### config.mk
export PLATFORM = sky130hd
export DESIGN_NAME = mult_host
export DESIGN_NICKNAME = d
export VERILOG_FILES = /design/src/rtl/mult_host.sv
export SDC_FILE = /design/constraint.sdc
export NUM_CORES = 1
export LEC_CHECK = 0
export CORE_ASPECT_RATIO = 2
export CORE_MARGIN = 2
export CORE_UTILIZATION = 54
export CTS_BUF_LIST = sky130_fd_sc_hd__clkbuf_8
export DETAILED_ROUTE_END_ITERATION = 10
export GPL_ROUTABILITY_DRIVEN = 0
export PLACE_DENSITY_LB_ADDON = 0.08
export RECOVER_POWER = 50
export SYNTH_ARGS = -nofsm -noshare
export SYNTH_HDL_FRONTEND = slang
export SYNTH_SLANG_ARGS = --single-unit
### constraint.sdc
create_clock -name Clock -period 2.54 [get_ports Clock]
set_input_delay 0.254 -clock Clock [delete_from_list [all_inputs] [get_ports Clock]]
set_output_delay 0.254 -clock Clock [all_outputs]
set_load 0.02 [all_outputs]
### src/rtl/mult_host.sv
// mult_host: operand-pair FIFO feeding a four-phase request/acknowledge
// handshake with an external multiplier, capturing each product in turn.
// Optional feature: define MULT_HOST_TIMEOUT_EN to abandon a request that
// sees no iDone within TIMEOUT cycles and flag it on oTimeout.
//
// state  | meaning
// IDLE   | no request open; starts one as soon as the FIFO holds an entry
// REQ    | oValid_Data high, operands held, waiting for iDone
// ACK    | oAck high, waiting for the multiplier to drop iDone
module mult_host #(
    parameter int WIDTH   = 16,
    parameter int DEPTH   = 4,
    parameter int TIMEOUT = 64
) (
    input  logic                 Clock,
    input  logic                 Reset,
    input  logic                 iWr_En,
    input  logic [WIDTH-1:0]     iOp_A,
    input  logic [WIDTH-1:0]     iOp_B,
    input  logic                 iDone,
    input  logic [2*WIDTH-1:0]   iProduct,
    output logic                 oFull,
    output logic                 oOverflow,
    output logic                 oValid_Data,
    output logic [WIDTH-1:0]     oOp_A,
    output logic [WIDTH-1:0]     oOp_B,
    output logic                 oAck,
    output logic [2*WIDTH-1:0]   oResult,
    output logic                 oResult_Valid,
`ifdef MULT_HOST_TIMEOUT_EN
    output logic                 oTimeout,
`endif
    output logic                 oBusy
);

    localparam int AW = $clog2(DEPTH);
    localparam logic [AW:0] FULL_CNT = (AW+1)'(DEPTH);

    // Elaboration-time guard on the parameter set.
    if (DEPTH < 2 || (DEPTH & (DEPTH - 1)) != 0 || TIMEOUT < 1) begin : g_bad_params
        $error("mult_host: DEPTH must be a power of two >= 2 and TIMEOUT >= 1");
    end

    typedef enum logic [1:0] {S_IDLE, S_REQ, S_ACK} state_t;

    state_t               r_state;
    state_t               w_state_nxt;

    logic [WIDTH-1:0]     r_mem_a [DEPTH];
    logic [WIDTH-1:0]     r_mem_b [DEPTH];
    logic [AW-1:0]        r_wr_ptr;
    logic [AW-1:0]        r_rd_ptr;
    logic [AW:0]          r_count;
    logic                 r_overflow;
    logic [WIDTH-1:0]     r_op_a;
    logic [WIDTH-1:0]     r_op_b;
    logic [2*WIDTH-1:0]   r_result;
    logic                 r_result_valid;

    logic                 w_full;
    logic                 w_empty;
    logic                 w_push;
    logic                 w_pop;
    logic                 w_load;
    logic                 w_capture;

    assign w_full  = (r_count == FULL_CNT);
    assign w_empty = (r_count == '0);
    // A push is judged against the registered full flag, so a same-edge pop
    // does not rescue a push into a full FIFO.
    assign w_push  = iWr_En && !w_full;

`ifdef MULT_HOST_TIMEOUT_EN
    localparam int TW = $clog2(TIMEOUT + 1);
    localparam logic [TW-1:0] TMO_LAST = TW'(TIMEOUT - 1);

    logic [TW-1:0]        r_tmo_cnt;
    logic                 r_timeout;
    logic                 w_tmo_expire;
`endif

    // Next-state and control strobes for the handshake machine.
    always_comb begin
        w_state_nxt = r_state;
        w_load      = 1'b0;
        w_capture   = 1'b0;
        w_pop       = 1'b0;
`ifdef MULT_HOST_TIMEOUT_EN
        w_tmo_expire = 1'b0;
`endif
        case (r_state)
            S_IDLE: begin
                if (!w_empty) begin
                    w_state_nxt = S_REQ;
                    w_load      = 1'b1;
                end
            end
            S_REQ: begin
                if (iDone) begin
                    w_state_nxt = S_ACK;
                    w_capture   = 1'b1;
                    w_pop       = 1'b1;
                end
`ifdef MULT_HOST_TIMEOUT_EN
                else if (r_tmo_cnt == TMO_LAST) begin
                    w_state_nxt  = S_IDLE;
                    w_tmo_expire = 1'b1;
                    w_pop        = 1'b1;
                end
`endif
            end
            S_ACK: begin
                if (!iDone) begin
                    w_state_nxt = S_IDLE;
                end
            end
            default: w_state_nxt = S_IDLE;
        endcase
    end

    // State register.
    always_ff @(posedge Clock or negedge Reset) begin
        if (!Reset) r_state <= S_IDLE;
        else        r_state <= w_state_nxt;
    end

    // FIFO storage; contents need no reset since count gates every read.
    always_ff @(posedge Clock) begin
        if (w_push) begin
            r_mem_a[r_wr_ptr] <= iOp_A;
            r_mem_b[r_wr_ptr] <= iOp_B;
        end
    end

    // FIFO pointers, occupancy count and sticky overflow.
    always_ff @(posedge Clock or negedge Reset) begin
        if (!Reset) begin
            r_wr_ptr   <= '0;
            r_rd_ptr   <= '0;
            r_count    <= '0;
            r_overflow <= 1'b0;
        end else begin
            if (w_push) r_wr_ptr <= r_wr_ptr + 1'b1;
            if (w_pop)  r_rd_ptr <= r_rd_ptr + 1'b1;
            case ({w_push, w_pop})
                2'b10:   r_count <= r_count + 1'b1;
                2'b01:   r_count <= r_count - 1'b1;
                default: r_count <= r_count;
            endcase
            if (iWr_En && w_full) r_overflow <= 1'b1;
        end
    end

    // Operand presentation and product capture.
    always_ff @(posedge Clock or negedge Reset) begin
        if (!Reset) begin
            r_op_a         <= '0;
            r_op_b         <= '0;
            r_result       <= '0;
            r_result_valid <= 1'b0;
        end else begin
            if (w_load) begin
                r_op_a <= r_mem_a[r_rd_ptr];
                r_op_b <= r_mem_b[r_rd_ptr];
            end
            if (w_capture) r_result <= iProduct;
            r_result_valid <= w_capture;
        end
    end

`ifdef MULT_HOST_TIMEOUT_EN
    // Cycles spent in REQ since entry, plus the one-cycle timeout pulse.
    always_ff @(posedge Clock or negedge Reset) begin
        if (!Reset) begin
            r_tmo_cnt <= '0;
            r_timeout <= 1'b0;
        end else begin
            if (w_load)                    r_tmo_cnt <= '0;
            else if (r_state == S_REQ)     r_tmo_cnt <= r_tmo_cnt + 1'b1;
            r_timeout <= w_tmo_expire;
        end
    end

    assign oTimeout = r_timeout;
`endif

    assign oFull         = w_full;
    assign oOverflow     = r_overflow;
    assign oValid_Data   = (r_state == S_REQ);
    assign oAck          = (r_state == S_ACK);
    assign oBusy         = (r_state != S_IDLE);
    assign oOp_A         = r_op_a;
    assign oOp_B         = r_op_b;
    assign oResult       = r_result;
    assign oResult_Valid = r_result_valid;

endmodule

==> results.txt, run 1 <==
Setup Fix Bufs, Post-CTS -> 0
Number of global-route vias before repair -> 4135
CP Capture Type -> primary output
# clock sinks -> 203
Core outline area -> 13900 um^2
Measured slew at the worst slew-check pin -> 0.989 ns
Initial core utilization -> 55.1%
Area growth syn-to-layout -> 28.1%
Die area -> 15200 um^2
Period minus WS final -> 2.19 ns
Post-synth top area share -> 50.2%
Drt total wl -> 13500 um
Post-Synthesis Cells -> 349
Final setup vio count -> 0
Final hold violation count -> 0
Hpwl dp -> 8670 um
Multi-input gate area -> 1810 um^2
Worst Path Class, Setup -> register to primary output
First-pass GRT wire length -> 21000 um
Max IR drop VDD -> 682 uV
Synth top area cells -> edfxtp_1 50%, dfrtp_1 25%, mux4_2 8.2%
Die Y -> 172 um
Via density -> 5.17
Htree depth -> 1
Inserted Diodes -> 0
Largest net degree at the start of global routing -> 41
Sequential area share after synthesis -> 74.7%
Max-slew violations -> 0
Total track usage -> 18.6%
Per-cell routed wire length -> 18.7 um
Crit path DAT -> 1.93 ns
First DRT Iteration DRCs -> 151
Setup TNS -> 0 ns
Status -> finished clean
Rel. slew slack -> 34.1%
Layout cell share with drive strength beyond 1 -> 27.4%
DR pass1 iterations -> 4
Synth cell types -> 25
Initial antenna violation count -> 0
Hold depth -> 2
Final period util -> 86.1%
Leakage power -> 3.66 nW
Biggest area consumer among synthesized cells -> edfxtp_1
Layout net count -> 587
Cell area after synthesis -> 7650 um^2
Fmax -> 457 MHz
Hold crit path type -> primary input to register
Clk Latency, worst-skew pair -> 0.52 ns
CP Data Required Time -> 2.29 ns
CTS tree -> built
Syn_area_per_cell -> 21.9 um^2
Yosys warnings -> 0
Congestion Overflow GR -> 0
Die W -> 88.2 um
Post-route DRC -> 0
Clock Skew -> 0.0186 ns
Routed Antenna Nets -> 0
Total number of vias -> 3724
IO Count -> 138
Crit-path max FO -> 4
Register clock-pin slew on the reported worst setup and hold paths -> 0.07 ns
CTS max path bufs -> 3
Worst setup SP type -> register
Final core utilization -> 70.6%
CTS Root Cell -> clkbuf_8
Filler instances -> 925
#FFs+latches synth -> 203
Max_cap viols -> 0
Reg area -> 5720 um^2
TritonCTS Buffers -> 27
Post-cts sizing count -> 0
Row count -> 61
Power density over cell area -> 1250 nW/um^2
Worst reg-to-reg path cell count -> 5
Syn Nets -> 423
Unrepaired setup endpoints after global routing -> no
PortBufs -> 137
## critical path, cell delays in order, from the launching register on
cell and delay [ns]:
dfrtp_1 0.43, nor3b_1 0.31, clkdlybuf4s50_1 0.68
## cell usage in the layout, fill, tap and decap left out, types with 2 or more instances in the layout
master / Yosys / layout
a21o_1: 2 / 2
and2_2: 0 / 4
buf_12: 0 / 4
buf_4: 0 / 5
bufinv_16: 0 / 2
clkbuf_2: 0 / 3
clkbuf_8: 0 / 28
clkdlybuf4s50_1: 0 / 104
clkinv_1: 0 / 6
clkinv_2: 0 / 2
dfrtp_1: 75 / 73
dfrtp_2: 0 / 2
dlygate4sd3_1: 0 / 33
edfxtp_1: 128 / 128
ha_1: 5 / 5
inv_1: 4 / 14
mux2_2: 46 / 46
mux2_4: 20 / 20
mux4_1: 4 / 4
mux4_2: 28 / 28
nor2b_1: 3 / 3
xnor2_1: 4 / 4
xor2_1: 2 / 2
## area by class of cell
type	count	area share, %
clock buffers	28	3.93
inverters	4	0.153
clock inverters	20	1.33
flip-flops and latches	203	58.4
multi-input cells	127	18.4
repair buffers	150	15.4
well taps	189	2.41
## registers in the layout, summed over array words and instances (netlist names), 2 cells and up
signal	count
oOp_A	16
oOp_B	16
oResult	32
r_count	3
r_mem_a	64
r_mem_b	64
r_rd_ptr	2
r_state	2
r_wr_ptr	2
## power breakdown
| group | total, W | internal [W] | switching [W] |
|---|---|---|---|
| registers | 0.00504 | 0.00461 | 0.000424 |
| logic | 0.00491 | 0.00269 | 0.00222 |
| clock network | 0.00231 | 0.00122 | 0.00109 |
| total | 0.0123 | 0.00852 | 0.00374 |
## per-stage QoR
| step | hold WS (ns) | worst slack (ns) | total power (W) | instances | cell area, um^2 |
|---|---|---|---|---|---|
| after floorplan | -0.0416 | 0.176 | 0.00821 | 349 | 7650 |
| after global placement | 0.272 | 0.455 | 0.00998 | 672 | 9300 |
| after detailed placement | 0.275 | 0.448 | 0.0101 | 672 | 9300 |
| after CTS | 0.252 | 0.291 | 0.0125 | 721 | 9830 |
| after global routing | 0.325 | 0.120 | 0.0129 | 721 | 9800 |
| final | 0.339 | 0.354 | 0.0123 | 721 | 9800 |
## metal layers
layer | wire, um | vias to the layer above | global-route usage (%)
li1 | - | 1688 | -
met1 | 4910 | 1874 | 21.9
met2 | 7500 | 139 | 33.6
met3 | 800 | 23 | 3.05
met4 | 277 | 0 | 6.79
met5 | 0 | - | 0
## cells in the mapped netlist, drive strengths merged
cell	count
a21o	2
and2	4
and3b	1
buf	14
clkbuf	1
dfrtp	75
edfxtp	128
fa	1
ha	5
inv	4
mux2	66
mux4	32
nand2	1
nor2	2
nor2b	3
nor3	1
nor3b	1
o21a	1
or2	1
xnor2	4
xor2	2
## cells by family (layout without fill, tap and decap cells)
family | count (synthesis) | in the layout | share of synthesized area, %
DFF | 203 | 203 | 74.7
xor gates and xnor gates | 6 | 6 | 0.686
adders and majority gates | 6 | 6 | 1.08
AOI/OAI and AO/OA | 3 | 3 | 0.294
buffers and inverters | 19 | 202 | 1.73
muxes | 98 | 98 | 20.3
and+or+nand+nor | 14 | 14 | 1.18
## timing repair
item                                   4_1_cts  5_1_grt
endpoints found under the hold margin       35        0
hold buffers                                 1        0
setup endpoints to repair                    0        0
## path summary, 6_finish.rpt
check,slack [ns],startpoint,to
min in group asynchronous,0.41,Reset,oOp_B[15]
worst min-delay path,0.34,iProduct[13],oResult[13]
worst max register to register,0.61,r_count[2],r_mem_b[2][14]
max in group asynchronous,0.54,Reset,r_rd_ptr[1]
worst max-delay path,0.35,r_count[0],oFull
worst min register to register,0.47,oOverflow,oOverflow
No activity file was read; power rests on OpenSTA's default activity.
==> run 2, diff against run 1 <==
--- a/config.mk
+++ b/config.mk
@@ -7,7 +7,7 @@
 export LEC_CHECK = 0
 export CORE_ASPECT_RATIO = 2
 export CORE_MARGIN = 2
-export CORE_UTILIZATION = 54
+export CORE_UTILIZATION = 58
 export CTS_BUF_LIST = sky130_fd_sc_hd__clkbuf_8
 export DETAILED_ROUTE_END_ITERATION = 10
 export GPL_ROUTABILITY_DRIVEN = 0
==> constraint.sdc (replaced) <==
create_clock -name Clock -period 2.8 [get_ports Clock]
set_input_delay 0.28 -clock Clock [delete_from_list [all_inputs] [get_ports Clock]]
set_output_delay 0.28 -clock Clock [all_outputs]
set_load 0.02 [all_outputs]
==> run 2 against run 1 <==
  * The flow now finishes with violations (capacitance limit, slew limit)
  * Via count grew 1.7%
  * Sequential power decreased by 6.2%
  * First-iteration DRC count is 8.6% lower
  * Hold slack improved by 0.015 ns
  * Utilization up 4.9 points
  * Critical path type unchanged
  * Largest cell class unchanged
==> results.txt, run 2 (synthesis results as in run 1) <==
Final worst setup slack -> 0.475 ns
First DRT Iteration DRCs -> 138
Worst setup SP type -> register
Worst reg-to-reg path cell count -> 4
Setup Fix Bufs, Post-CTS -> 0
Final period util -> 83.0%
Fmax -> 430 MHz
Per-cell routed wire length -> 19.7 um
PortBufs -> 137
Final hold violation count -> 0
DR pass1 iterations -> 4
Core outline area -> 12900 um^2
IO Count -> 138
Crit-path max FO -> 4
Unrepaired setup endpoints after global routing -> no
Inserted Diodes -> 0
Setup TNS -> 0 ns
CP Data Required Time -> 2.52 ns
Setup crit end -> oFull
First-pass GRT wire length -> 21700 um
Violated checks -> capacitance limit, slew limit
Via density -> 5.50
Critical path's largest stage delay -> 0.69 ns
Commonest non-fill, non-tap cells in the layout -> 128 x edfxtp_1, 104 x clkdlybuf4s50_1, 73 x dfrtp_1, 46 x mux2_2, 33 x dlygate4sd3_1
Leakage power -> 3.65 nW
Number of global-route vias before repair -> 4274
Worst-path cell with the longest stage delay -> clkdlybuf4s50_1
Die area -> 14200 um^2
Commonest non-fill, non-tap cell in the layout -> edfxtp_1
CP Capture Type -> primary output
Status -> finished with violations
CTS Root Cell -> clkbuf_8
Register clock-pin slew on the reported worst setup and hold paths -> 0.07 ns
Flop2flop setup slack -> 0.63 ns
Max-slew violations -> 33
Period minus WS final -> 2.32 ns
Layout cell share with drive strength beyond 1 -> 27.4%
CTS tree -> built
Total track usage -> 19.8%
Die Y -> 166 um
Die W -> 85.2 um
Total number of vias -> 3787
# clock sinks -> 203
Worst path depth -> 2
Worst path top cell family by delay -> buffers and inverters
Critical R2R Capture -> oOp_A[15]
Area growth syn-to-layout -> 27.4%
Initial core utilization -> 59.3%
Clk Latency, worst-skew pair -> 0.52 ns
Hpwl dp -> 8830 um
Crit path DAT -> 2.04 ns
Largest net degree at the start of global routing -> 44
Drt total wl -> 13500 um
Worst path cell trace -> nor3b_1 -> clkdlybuf4s50_1
DP Worst Slack -> 0.709 ns
Htree depth -> 1
Hold crit path type -> primary input to register
Initial antenna violation count -> 0
Clock Skew -> 0.0103 ns
Worst Setup SP -> r_count[0]
Row count -> 59
Worst Path Class, Setup -> register to primary output
Power density over cell area -> 1130 nW/um^2
Post-cts sizing count -> 0
Measured slew at the worst slew-check pin -> 1.92 ns
Critical path buffer and inverter count -> 1
TritonCTS Buffers -> 27
Routed Antenna Nets -> 0
Reg-to-Reg Start -> r_state[1]
Max IR drop VDD -> 792 uV
Congestion Overflow GR -> 0
Post-route DRC -> 0
CTS max path bufs -> 3
Layout net count -> 589
Max_cap viols -> 1
Final setup vio count -> 0
Filler instances -> 783
# hold bufs at CTS -> 1
Rel. slew slack -> -28.2%
## run 2: worst min-delay path by stage
stage           startpoint     endpoint  slack, ns  depth (start not counted)
6_report             iDone   r_state[1]       0.35                          2
5_1_grt        iProduct[9]   oResult[9]       0.35                          2
4_1_cts              Reset     oOp_B[8]       0.24                          2
3_5_place_dp         Reset  oResult[21]       0.26                          1
3_3_place_gp         Reset  oResult[20]       0.26                          1
2_1_floorplan        Reset     oOp_A[0]      -0.02                          0
## run 2: per-stage QoR
step                instances  power (W)  utilization, %  cell area (um^2)  hold WS (ns)
CTS                       688     0.0113            75.6              9770         0.238
global route              688     0.0116            75.5              9750         0.353
detailed placement        637    0.00918            71.6              9250         0.260
finish                    688     0.0111            75.5              9750         0.354
floorplan                 349    0.00745               -              7650       -0.0156
global placement          637    0.00903            71.6              9250         0.256
## run 2: layer usage
layer  routed length [um]  part of all wire (%)  global-route usage (%)  up-vias
li1                     -                     -                       -     1696
met1                 4860                    36                    22.7     1921
met2                 7430                    55                    36.2      140
met3                  845                   6.2                    3.37       30
met4                  403                   3.0                    7.80        0
met5                    0                     0                       0        -
## run 2: report_power, final
group / total (W) / internal [W] / switching, W
sequential: 0.00473 / 0.00418 / 0.000551
combinational: 0.00429 / 0.00243 / 0.00186
clock: 0.00204 / 0.00105 / 0.000993
## run 2: final cells by class
type                       instances  area, um^2  area share, %
timing repair buffer             152        1510           15.5
inverter                           4        15.0          0.154
multi-input combinational        127        1800           18.5
sequential                       203        5720           58.7
tap                              152         190           1.95
clock buffer                      29         399           4.09
clock inverter                    21         111           1.14
==> patch: new RTL, settings of run 2 <==
The parameter `DEPTH` goes from 4 to 8.
--- a/src/rtl/mult_host.sv
+++ b/src/rtl/mult_host.sv
@@ -9,7 +9,7 @@
 // ACK    | oAck high, waiting for the multiplier to drop iDone
 module mult_host #(
     parameter int WIDTH   = 16,
-    parameter int DEPTH   = 4,
+    parameter int DEPTH   = 8,
     parameter int TIMEOUT = 64
 ) (
     input  logic                 Clock,
Function: changed (Yosys sat finds a counterexample within 10 cycles, from zero or initial values and one cycle with Reset low).
==> patch against run 2 <==
  * Wire length increased by 100%
  * Final area increased by 62%
  * Clock skew grew 0.0018 ns
  * Power up 53%
  * Worst setup slack got worse by 0.063 ns
  * Synthesized cell count rose by 120%
  * Non-clock buffer count rose by 11
  * Clock power rose by 64%
  * Synthesized area increased by 73%
  * Sequential cell count is 131 higher
  * Highest routed layer unchanged
  * Register-to-register slack worse by 0.22 ns
  * Count of clock-buffer cells in the layout grew 19
  * Critical endpoint is now r_count[2]$_DFFE_PN0P_
==> patch: results (changes against run 2) <==
status: "finished clean"  # was finished, violations left
hold_end: "oResult[13]$_DFFE_PN0P_"  # was r_state[1]$_DFFE_PN0P_
min_from: "iProduct[13]"  # was iDone
vias: 7076  # was 3787
r2r-start: "r_count[1]$_DFFE_PN0P_"  # was r_state[1]$_DFFE_PN0P_
firstDrtPassIters: 5  # was 4
ys_types: 41  # was 25
layout-drive-gt1-share_pct: 18.28  # was 27.43%
relSlewSlack_pct: 6.817  # was -28.22%
synthXorXnorAreaFrac_pct: 0.5299  # was 0.6865%
yosys.area.top_type_share_pct: 58.14  # was 50.21%
place_area_um2: 15020  # was 9246 um^2
synth_mux_area_share_pct: 13.35  # was 20.30%
p_leak_uw: 0.005971  # was 0.003655 uW
hold_slack_ns: 0.3013  # was 0.3543 ns
crit_type: "flip-flop to flip-flop"  # was flip-flop to output pin
ys_top_cells_by_count: "edfxtp_1, mux2i_1, dfrtp_1, a22oi_1, nand2_2"  # was edfxtp_1, dfrtp_1, mux2_2, mux4_2, mux2_4
skew_ns: 0.01204  # was 0.01026 ns
cts-htree-levels: 2  # was 1
grt_max_degree: 52  # was 44
fillers: 1532  # was 783
drt-total-wl_um: 27140  # was 13540 um
first_global_vias: 7801  # was 4274
clock_latency_ns: 0.57  # was 0.52 ns
rrSetupSlack_ns: 0.41  # was 0.63 ns
place_ws_ns: 0.3824  # was 0.7094 ns
nets: 999  # was 589
dp.cells: 1158  # was 637
vias_per_cell: 5.693  # was 5.504
path_max_fanout: 8  # was 4
syn_avg_cell_area_um2: 17.44  # was 21.93 um^2
synthArstFlopShare_pct: 23.35  # was 36.95%
grt.total_usage_pct: 23.05  # was 19.83%
cpLargestDelayFamily: "simple AND/OR/NAND/NOR gates"  # was buffers and inverters
crit_arrival_ns: 2.83  # was 2.04 ns
ff2ff_path_depth: 10  # was 4
r2r_end: "r_count[2]$_DFFE_PN0P_"  # was oOp_A[15]$_DFFE_PN0P_
cp_slowest_stage_delay_ns: 0.52  # was 0.69 ns
yosysWarnings: 0  # unchanged
cts_made_buffers: 45  # was 27
hpwlAfterDp_um: 16720  # was 8829 um
synth_edf_count: 256  # was 128
drt_iter0_drc: 412  # was 138
grt_pass1_wl_um: 42770  # was 21740 um
min_period_over_period_pct: 85.29  # was 83.03%
worst_ir_drop_vdd_v: 0.001147  # was 0.0007923 V
seq_area_frac_synth_pct: 72.90  # was 74.73%
synthAdderAreaFrac_pct: 0.4731  # was 1.079%
crit_slowest_cell: "dfrtp_1"  # was clkdlybuf4s50_1
synthTopCellsByArea: "edfxtp_1, dfrtp_1, mux2i_1"  # was edfxtp_1, dfrtp_1, mux4_2
-- patch: final cells by class --
class                   instances  area (um^2)  area share, %
clock buffers                  48        660.6          4.191
flip-flops and latches        334         9643          61.18
clock inverters                36        161.4          1.024
repair buffers                163         1729          10.97
inverters                       2        7.507        0.04763
multi-input cells             380         3211          20.37
well taps                     280        350.3          2.223
-- patch: cells by family after synthesis --
kind of cell               count (synthesis)
muxes                                    162
DFF                                      334
and+or+nand+nor                          134
AOI/OAI and AO/OA                         71
adders and majority gates                  5
buffers and inverters                     44
xor gates and xnor gates                   8
-- patch: layer usage --
layer	share of wire (%)	global-route usage (%)
met5	0	0
met4	2.6	8.458
met3	4.8	4.530
met2	57	43.78
met1	36	25.26
-- patch: where the power goes --
part           switching, uW  total (uW)  internal (uW)  leakage (uW)
clock                   1730        3340           1600      0.000490
combinational           3540        6390           2850       0.00223
sequential               680        7190           6510       0.00325
-- patch: repair_timing --
item,4_1_cts,5_1_grt
hold endpoints to repair,49,0
hold buffers,1,0
gates resized for setup,0,0
